**src/rtl/weight_ctrl_pkg.sv**
```systemverilog
// Shared types for the weight-load controller: FSM states, beat type, owner encoding.
// The owner value doubles as the bit index into the two-bit request/flag vectors.
package weight_ctrl_pkg;

    localparam int BEAT_BYTES = 64;

    typedef logic [63:0][7:0] weight_beat_t;

    typedef enum logic {
        OWN_RDN = 1'b0,
        OWN_DNN = 1'b1
    } owner_e;

    typedef enum logic [2:0] {
        S_IDLE,
        S_KICK,
        S_ARB,
        S_MEM,
        S_RESP,
        S_DONE
    } wlc_state_e;

endpackage

```
**src/rtl/rr_arb2.sv**
```systemverilog
// Two-way round-robin arbiter. On a tie it grants the requester that was not served last;
// the last-owner pointer only moves when the parent reports a completed beat.
module rr_arb2 import weight_ctrl_pkg::*; (
    input  logic       clk,
    input  logic       rst_n,
    input  logic [1:0] req,
    input  logic       update,
    input  logic       upd_owner,
    output logic       gnt_vld,
    output logic       gnt_owner
);

    logic last;

    // Pointer resets to DNN so the first tie goes to RDN.
    always_ff @(posedge clk or negedge rst_n) begin
        if (!rst_n) begin
            last <= OWN_DNN;
        end else if (update) begin
            last <= upd_owner;
        end
    end

    always_comb begin
        gnt_vld   = |req;
        gnt_owner = OWN_RDN;
        if (req == 2'b11) begin
            gnt_owner = (last == OWN_RDN) ? OWN_DNN : OWN_RDN;
        end else if (req[OWN_DNN]) begin
            gnt_owner = OWN_DNN;
        end
    end

endmodule

```
**src/rtl/weight_load_ctrl.sv**
```systemverilog
// Kicks RDN and DNN weight loading, shares the single 512-bit weight-memory read port
// between them round-robin, and pulses done once both stages hold a full weight set.
module weight_load_ctrl import weight_ctrl_pkg::*; #(
    parameter int ADDR_W = 32,
    parameter int CNT_W  = 16
) (
    input  logic              clk,
    input  logic              rst_n,
    input  logic              start,
    input  logic [ADDR_W-1:0] rdn_base,
    input  logic [ADDR_W-1:0] dnn_base,
    output logic              rdn_load_weights,
    output logic              dnn_load_weights,
    input  logic              rdn_mem_req,
    input  logic              dnn_mem_req,
    input  logic              rdn_weights_vld,
    input  logic              dnn_weights_vld,
    output logic              mem_rd_req,
    output logic [ADDR_W-1:0] mem_rd_addr,
    input  logic              mem_rd_ready,
    input  logic [63:0][7:0]  mem_rd_data,
    output logic              rdn_mem_ready,
    output logic              dnn_mem_ready,
    output logic [63:0][7:0]  rdn_weight_data,
    output logic [63:0][7:0]  dnn_weight_data,
    output logic              busy,
    output logic              done
);

    wlc_state_e        state, state_d;
    logic [ADDR_W-1:0] rdn_base_q, dnn_base_q, grant_addr;
    logic [CNT_W-1:0]  rdn_cnt, dnn_cnt;
    logic [1:0]        flag, vld_eff, eligible;
    logic              owner, arb_vld, arb_owner, grant, all_vld, resp_now;

    // A weights_vld seen this cycle counts as already flagged, so it beats a same-cycle grant.
    assign vld_eff  = flag | {dnn_weights_vld, rdn_weights_vld};
    assign all_vld  = &vld_eff;
    assign eligible = {dnn_mem_req, rdn_mem_req} & ~vld_eff;
    assign resp_now = (state == S_RESP);

    rr_arb2 u_arb (
        .clk       (clk),
        .rst_n     (rst_n),
        .req       (eligible),
        .update    (resp_now),
        .upd_owner (owner),
        .gnt_vld   (arb_vld),
        .gnt_owner (arb_owner)
    );

    always_comb begin
        if (arb_owner == OWN_DNN) begin
            grant_addr = dnn_base_q + ADDR_W'(dnn_cnt) * ADDR_W'(BEAT_BYTES);
        end else begin
            grant_addr = rdn_base_q + ADDR_W'(rdn_cnt) * ADDR_W'(BEAT_BYTES);
        end
    end

    always_ff @(posedge clk or negedge rst_n) begin
        if (!rst_n) begin
            state <= S_IDLE;
        end else begin
            state <= state_d;
        end
    end

    always_comb begin
        state_d = state;
        grant   = 1'b0;
        case (state)
            S_IDLE: if (start) state_d = S_KICK;
            S_KICK: state_d = S_ARB;
            S_ARB: begin
                if (all_vld) begin
                    state_d = S_DONE;
                end else if (arb_vld) begin
                    grant   = 1'b1;
                    state_d = S_MEM;
                end
            end
            S_MEM:  if (mem_rd_ready) state_d = S_RESP;
            S_RESP: state_d = S_ARB;
            S_DONE: state_d = S_IDLE;
            default: state_d = S_IDLE;
        endcase
    end

    always_ff @(posedge clk or negedge rst_n) begin
        if (!rst_n) begin
            rdn_load_weights <= 1'b0;
            dnn_load_weights <= 1'b0;
            mem_rd_req       <= 1'b0;
            mem_rd_addr      <= '0;
            rdn_mem_ready    <= 1'b0;
            dnn_mem_ready    <= 1'b0;
            rdn_weight_data  <= '0;
            dnn_weight_data  <= '0;
            busy             <= 1'b0;
            done             <= 1'b0;
            rdn_base_q       <= '0;
            dnn_base_q       <= '0;
            rdn_cnt          <= '0;
            dnn_cnt          <= '0;
            flag             <= '0;
            owner            <= OWN_RDN;
        end else begin
            rdn_load_weights <= 1'b0;
            dnn_load_weights <= 1'b0;
            rdn_mem_ready    <= 1'b0;
            dnn_mem_ready    <= 1'b0;
            done             <= 1'b0;
            case (state)
                S_IDLE: begin
                    if (start) begin
                        rdn_base_q       <= rdn_base;
                        dnn_base_q       <= dnn_base;
                        busy             <= 1'b1;
                        rdn_load_weights <= 1'b1;
                        dnn_load_weights <= 1'b1;
                    end
                end
                S_KICK: begin
                    rdn_cnt <= '0;
                    dnn_cnt <= '0;
                    flag    <= '0;
                end
                S_ARB: begin
                    flag <= vld_eff;
                    if (all_vld) begin
                        done <= 1'b1;
                    end else if (grant) begin
                        owner       <= arb_owner;
                        mem_rd_req  <= 1'b1;
                        mem_rd_addr <= grant_addr;
                    end
                end
                S_MEM: begin
                    flag <= vld_eff;
                    if (mem_rd_ready) begin
                        mem_rd_req <= 1'b0;
                        if (owner == OWN_DNN) begin
                            dnn_weight_data <= mem_rd_data;
                            dnn_mem_ready   <= 1'b1;
                        end else begin
                            rdn_weight_data <= mem_rd_data;
                            rdn_mem_ready   <= 1'b1;
                        end
                    end
                end
                S_RESP: begin
                    flag <= vld_eff;
                    if (owner == OWN_DNN) begin
                        dnn_cnt <= dnn_cnt + CNT_W'(1);
                    end else begin
                        rdn_cnt <= rdn_cnt + CNT_W'(1);
                    end
                end
                S_DONE: busy <= 1'b0;
                default: ;
            endcase
        end
    end

endmodule

```
**config.mk**
```make
export PLATFORM = sky130hd
export DESIGN_NAME = weight_load_ctrl
export DESIGN_NICKNAME = d
export VERILOG_FILES = /design/src/rtl/weight_ctrl_pkg.sv /design/src/rtl/rr_arb2.sv /design/src/rtl/weight_load_ctrl.sv
export SDC_FILE = /design/constraint.sdc
export NUM_CORES = 2
export LEC_CHECK = 0
export BUFFER_PORTS_ARGS = -buffer_cell sky130_fd_sc_hd__buf_2
export CAP_MARGIN = 20
export CORE_AREA = 2 2 649 651
export DETAILED_ROUTE_END_ITERATION = 12
export DIE_AREA = 0 0 651 653
export PLACE_DENSITY = 0.38
export SETUP_SLACK_MARGIN = 0.4
export SLEW_MARGIN = 20
export SYNTH_ARGS = -nofsm -noshare
export SYNTH_HDL_FRONTEND = slang
export SYNTH_SLANG_ARGS = --single-unit
```
**constraint.sdc**
```tcl
create_clock -name clk -period 6.14 [get_ports clk]
set_clock_uncertainty 0.15 [all_clocks]
set_input_delay 1.228 -clock clk [delete_from_list [all_inputs] [get_ports clk]]
set_output_delay 1.228 -clock clk [all_outputs]
set_load 0.02 [all_outputs]
```
# Yosys cells after proc, flatten, opt, wreduce, memory -nomap -nowiden
# Index checks and enable logic that the tools add are counted.
[word_totals]
ff_bits = 1165
in_bits = 584
out_inout_bits = 1063
[op_classes]
n_addsub = 4
n_eq_ne = 13
muxes = 33
n_bitwise = 5
n_reduce_logical = 18
[ops]
columns = ["operator", "count"]
rows = [
  ["$add 32x22->32", 2],
  ["$pmux 16 s2", 2],
  ["$add 16x1->16 const B", 2],
  ["$mux 16", 2],
  ["$mux 32", 1],
  ["$mux 1", 20],
  ["$mux 3", 4],
  ["$ne 2x2->1 const B", 6],
  ["$pmux 3 s4", 1],
  ["$reduce_and 3->1", 4],
  ["$reduce_and 2->1", 5],
  ["$reduce_bool 2->1", 4],
  ["$eq 3x2->1 const B", 2],
  ["$eq 3x3->1 const B", 2],
  ["$pmux 1 s2", 2],
  ["$pmux 2 s2", 1],
  ["$reduce_and 4->1", 1],
  ["$reduce_or 2->1", 2],
  ["$eq 3x1->1 const B", 1],
  ["$logic_not 3->1", 1],
  ["$ne 3x3->1 const B", 1],
  ["$reduce_or 3->1", 1],
  ["$and 2x2->2", 1],
  ["$eq 2x2->1 const B", 1],
  ["3 further kinds", 4],
]

# Longest topological paths before layout
[logic_depth]
ltp_word = 10
ltp_mapped = 10
ltp_nobuf = 10

# Modules after synthesis
# From an unflattened synthesis, not the netlist that was laid out.
[unflattened]
hier_cells = 4012
area_unflattened_um2 = 45693.8
[modules_own_cells]
columns = ["module", "n_inst", "cells_each", "area_per_inst_um2"]
rows = [
  ["weight_load_ctrl", 1, 4008, 45638.8],
  ["rr_arb2", 1, 4, 55.1],
]

# Least setup slack after synthesis
# OpenSTA, ideal clock, no wires.
[synth_timing]
kind = "input-to-reg"
from = "in mem_rd_ready"
to = "reg rdn_weight_data[100] (netlist bit)"
t_arrival_ns = 2.507
slack_ns = 3.358
path_stages = 6
path_cell_list = "nand2_1 nor3_1 clkbuf_1 clkbuf_1 buf_2 mux2_2"
[synth_between]
elab_chain_cells = 1
[synth_lines]
columns = ["element", "line", "source"]
rows = [
  ["start, declared", "weight_load_ctrl.sv:20", "input logic mem_rd_ready,"],
  ["$reduce_and 3->1 (no source line)", "--", ""],
  ["end signal, assigned", "weight_load_ctrl.sv:146", "rdn_weight_data <= mem_rd_data;"],
  ["end, declared", "weight_load_ctrl.sv:24", "output logic [63:0][7:0] rdn_weight_data,"],
]
# No other way between the ends.
# A chain may end at the register's enable or synchronous reset.

# Worst setup path after layout
[layout_timing]
from = "reg state[0]"
to = "reg dnn_weight_data[387] (netlist bit)"
[layout_between]
elab_chain_cells = 2
[layout_lines]
columns = ["element", "line", "source"]
rows = [
  ["start, declared", "weight_load_ctrl.sv:30", "wlc_state_e state, state_d;"],
  ["start signal, assigned", "weight_load_ctrl.sv:64", "state <= state_d;"],
  ["$eq 3x2->1", "weight_load_ctrl.sv:113", "case (state)"],
  ["$reduce_and 3->1 (no source line)", "--", ""],
  ["end signal, assigned", "weight_load_ctrl.sv:143", "dnn_weight_data <= mem_rd_data;"],
  ["end, declared", "weight_load_ctrl.sv:25", "output logic [63:0][7:0] dnn_weight_data,"],
]
# No other way between the ends.

==> flow_metrics.env <==
export IMPL_path_max_fanout=79
export IMPL_end_kind="flip-flop"
export IMPL_maxSlewHeadroom_pct=28.2
export IMPL_syn_area_um2=45700
export IMPL_layout_drive_gt1_share_pct=43.9
export IMPL_ys_flop_type="dfrtp_1"
export IMPL_core_area_um2=418000
export IMPL_cts_num_sinks=1165
export IMPL_syn_to_final_growth_pct=44.5
export IMPL_yosysSeqAreaShare_pct=63.8
export IMPL_power_density_nw_per_um2=628
export IMPL_antenna_found_initial=130
export IMPL_hpwlAfterDp_um=265000
export IMPL_rsz0062_at_grt="false"
export IMPL_syn_avg_cell_area_um2=11.4
export IMPL_hold_violations=0
export IMPL_tightestPinTransition_ns=1.08
export IMPL_max_cap_viol_count=0
export IMPL_grt_pass1_vias=38700
export IMPL_numPortBuffers=1646
export IMPL_grtUsageTotal_pct=14.5
export IMPL_grt_first_pass_wirelength_um=408000
export IMPL_multi_input_area_um2=15600
export IMPL_htree_num_levels=4
export IMPL_arrival_ns=4.12
export IMPL_timing_fmax_mhz=287
export IMPL_gp_congestion=0.949
export IMPL_die_area_um2=425000
export IMPL_cts_hold_buf=0
export IMPL_netSwitchingFraction_pct=46.3
export IMPL_ys_seq_elements=1165
export IMPL_outcome="completed"
export IMPL_vias_per_cell=3.36
export IMPL_grt_max_degree=190
export IMPL_rows=238
export IMPL_worstReg2RegEnd="dnn_weight_data[387]"
export IMPL_numCtsBuffers=160
export IMPL_period_minus_slack_ns=3.49
export IMPL_clk_pin_slew_ns=0.06
export IMPL_synthDistinctLibCells=67
export IMPL_fillers=47100
export IMPL_postCtsSetupRepairBufs=0
export IMPL_worstSetupPathType="reg2reg"
export IMPL_seq_power_share_pct=33.8
export IMPL_ir_drop_mv=0.228
export IMPL_synth_nets=4630
export IMPL_combinationalPowerShare_pct=42.8
export IMPL_overflow=0
export IMPL_cts_buffer_depth=4
export IMPL_synth_most_common_cell="nand2_1"
export IMPL_drc=0
export IMPL_drtIter0Drc=2656
export IMPL_ys_async_sr_fraction_pct=100
export IMPL_drv_slew=0
export IMPL_r2r_cells=5
export IMPL_routed_wl_um=319000
export IMPL_die_h_um=653
export IMPL_netlist_instances=4010
export IMPL_final_seq_area_um2=29200
export IMPL_drt_antenna_violating_nets=0
export IMPL_post_cts_resized=0
export IMPL_fin_area_um2=66000
export IMPL_pwr_share_clk_pct=23.4
export IMPL_yosys_top_cells_area="dfrtp_1 64%, mux2_2 14%, nand2_1 13%"
export IMPL_synth_enable_flop_cells=0
export IMPL_initial_core_util_pct=10.9
export IMPL_drt_pass1_iter_count=5
export IMPL_synth_area_leader_cell="dfrtp_1"
export IMPL_ys_warn_count=0
export IMPL_regToRegSetupSlack_ns=2.65
export IMPL_synth_top_cell_area_share_pct=63.8
export IMPL_die_w_um=651
export IMPL_clock_latency_ns=0.86
export IMPL_startpoint_type="flip-flop"
export IMPL_final_nets=6294
export IMPL_hp_class="in2async"
export IMPL_cts_tree="yes"
export IMPL_setup_viol=0
export IMPL_required_ns=6.77
export IMPL_switchingPower_uw=19200
export IMPL_timing_final_crit_share_pct=56.8
export IMPL_leakage_uw=0.0332
export IMPL_p_int_uw=22200
export IMPL_placed_area_um2=60600
export IMPL_worstReg2RegStart="state[0]"
export IMPL_tns_ns=0
export IMPL_wl_per_cell_um=28.1
export IMPL_cts_root_buffer="clkbuf_16"
export IMPL_pin_count=1647
export IMPL_synthTopCellsByCount="1,610 x nand2_1, 1,164 x dfrtp_1, 573 x mux2_2"
export IMPL_num_vias=38200
[layout by cell type (no fill, tap or decap), drive strengths merged, types with 11 or more instances in the layout]
master	instances
xnor2	34
xor2	30
clkinv	30
mux2	573
diode	50
nand3	23
clkbuf	219
nor2	62
dfrtp	1164
buf	1699
nand4	13
a21o	11
ha	34
o21ai	60
nor3	15
nand2	1610
a21oi	57
inv	27
[cell type report]
class | count | area share, %
Tap cell | 5520 | 10.5
Multi-Input combinational cell | 2633 | 23.7
Antenna cell | 50 | 0.190
Timing Repair Buffer | 1699 | 13.5
Inverter | 15 | 0.0967
Clock inverter | 58 | 1.12
Clock buffer | 219 | 6.81
Sequential cell | 1165 | 44.2
[cell families after synthesis]
group / count (synthesis) / share of synthesized area, %
xor gates and xnor gates: 64 / 1.23
adders and majority gates: 36 / 1.02
DFF: 1165 / 63.8
buffers and inverters: 212 / 2.01
AOI/OAI and AO/OA: 192 / 2.69
muxes: 582 / 14.3
and+or+nand+nor: 1759 / 14.9
[power by group through the flow]
stage	logic, uW	clock network, uW	registers [uW]
finish	17700	9700	14000
global route	18900	10400	14500
CTS	18400	10100	14000
detailed placement	18300	0	14100
global placement	18300	0	14000
floorplan	4300	0	17700
[flip-flops by register name, summed over array words and instances, names as in the netlist, 3 cells and up]
register / count
dnn_cnt: 16
dnn_weight_data: 512
rdn_cnt: 16
rdn_weight_data: 512
mem_rd_addr: 32
rdn_base_q: 32
state: 3
dnn_base_q: 32
[metrics by stage]
step | utilization [%] | hold slack (ns) | cells | worst slack, ns | total power, uW
2_1_floorplan | - | 0.307 | 4010 | 3.36 | 22000
3_3_place_gp | 14.5 | 0.303 | 11000 | 2.51 | 32300
3_5_place_dp | 14.5 | 0.306 | 11000 | 2.46 | 32400
4_1_cts | 15.7 | 0.122 | 11300 | 2.70 | 42500
5_1_grt | 15.8 | 0.154 | 11300 | 2.45 | 43800
6_report | 15.8 | 0.190 | 11400 | 2.65 | 41400
[how the worst max path moves through the flow]
stage / startpoint / to / slack [ns] / cells past startpoint
floorplan: mem_rd_ready / rdn_weight_data[100] / 3.36 / 6
global placement: mem_rd_ready / dnn_weight_data[389] / 2.51 / 6
detailed placement: mem_rd_ready / dnn_weight_data[378] / 2.46 / 6
CTS: state[0] / dnn_weight_data[387] / 2.70 / 5
global route: state[1] / dnn_weight_data[318] / 2.45 / 6
finish: state[0] / dnn_weight_data[387] / 2.65 / 5
[routing by layer]
layer	share of wire, %	vias to the layer above	track usage, %
li1	-	16500	-
met1	37	19600	15.8
met2	46	1615	23.6
met3	13	463	7.84
met4	4.4	58	5.36
met5	0.13	-	0
[critical path, cell delays in order, from the launching register on]
cell	delay [ns]
dfrtp_1	0.93
nand4_1	0.49
inv_8	0.64
buf_4	0.75
nand2_1	0.14
nand2_1	0.09
Power figures use the tool's default switching activity.
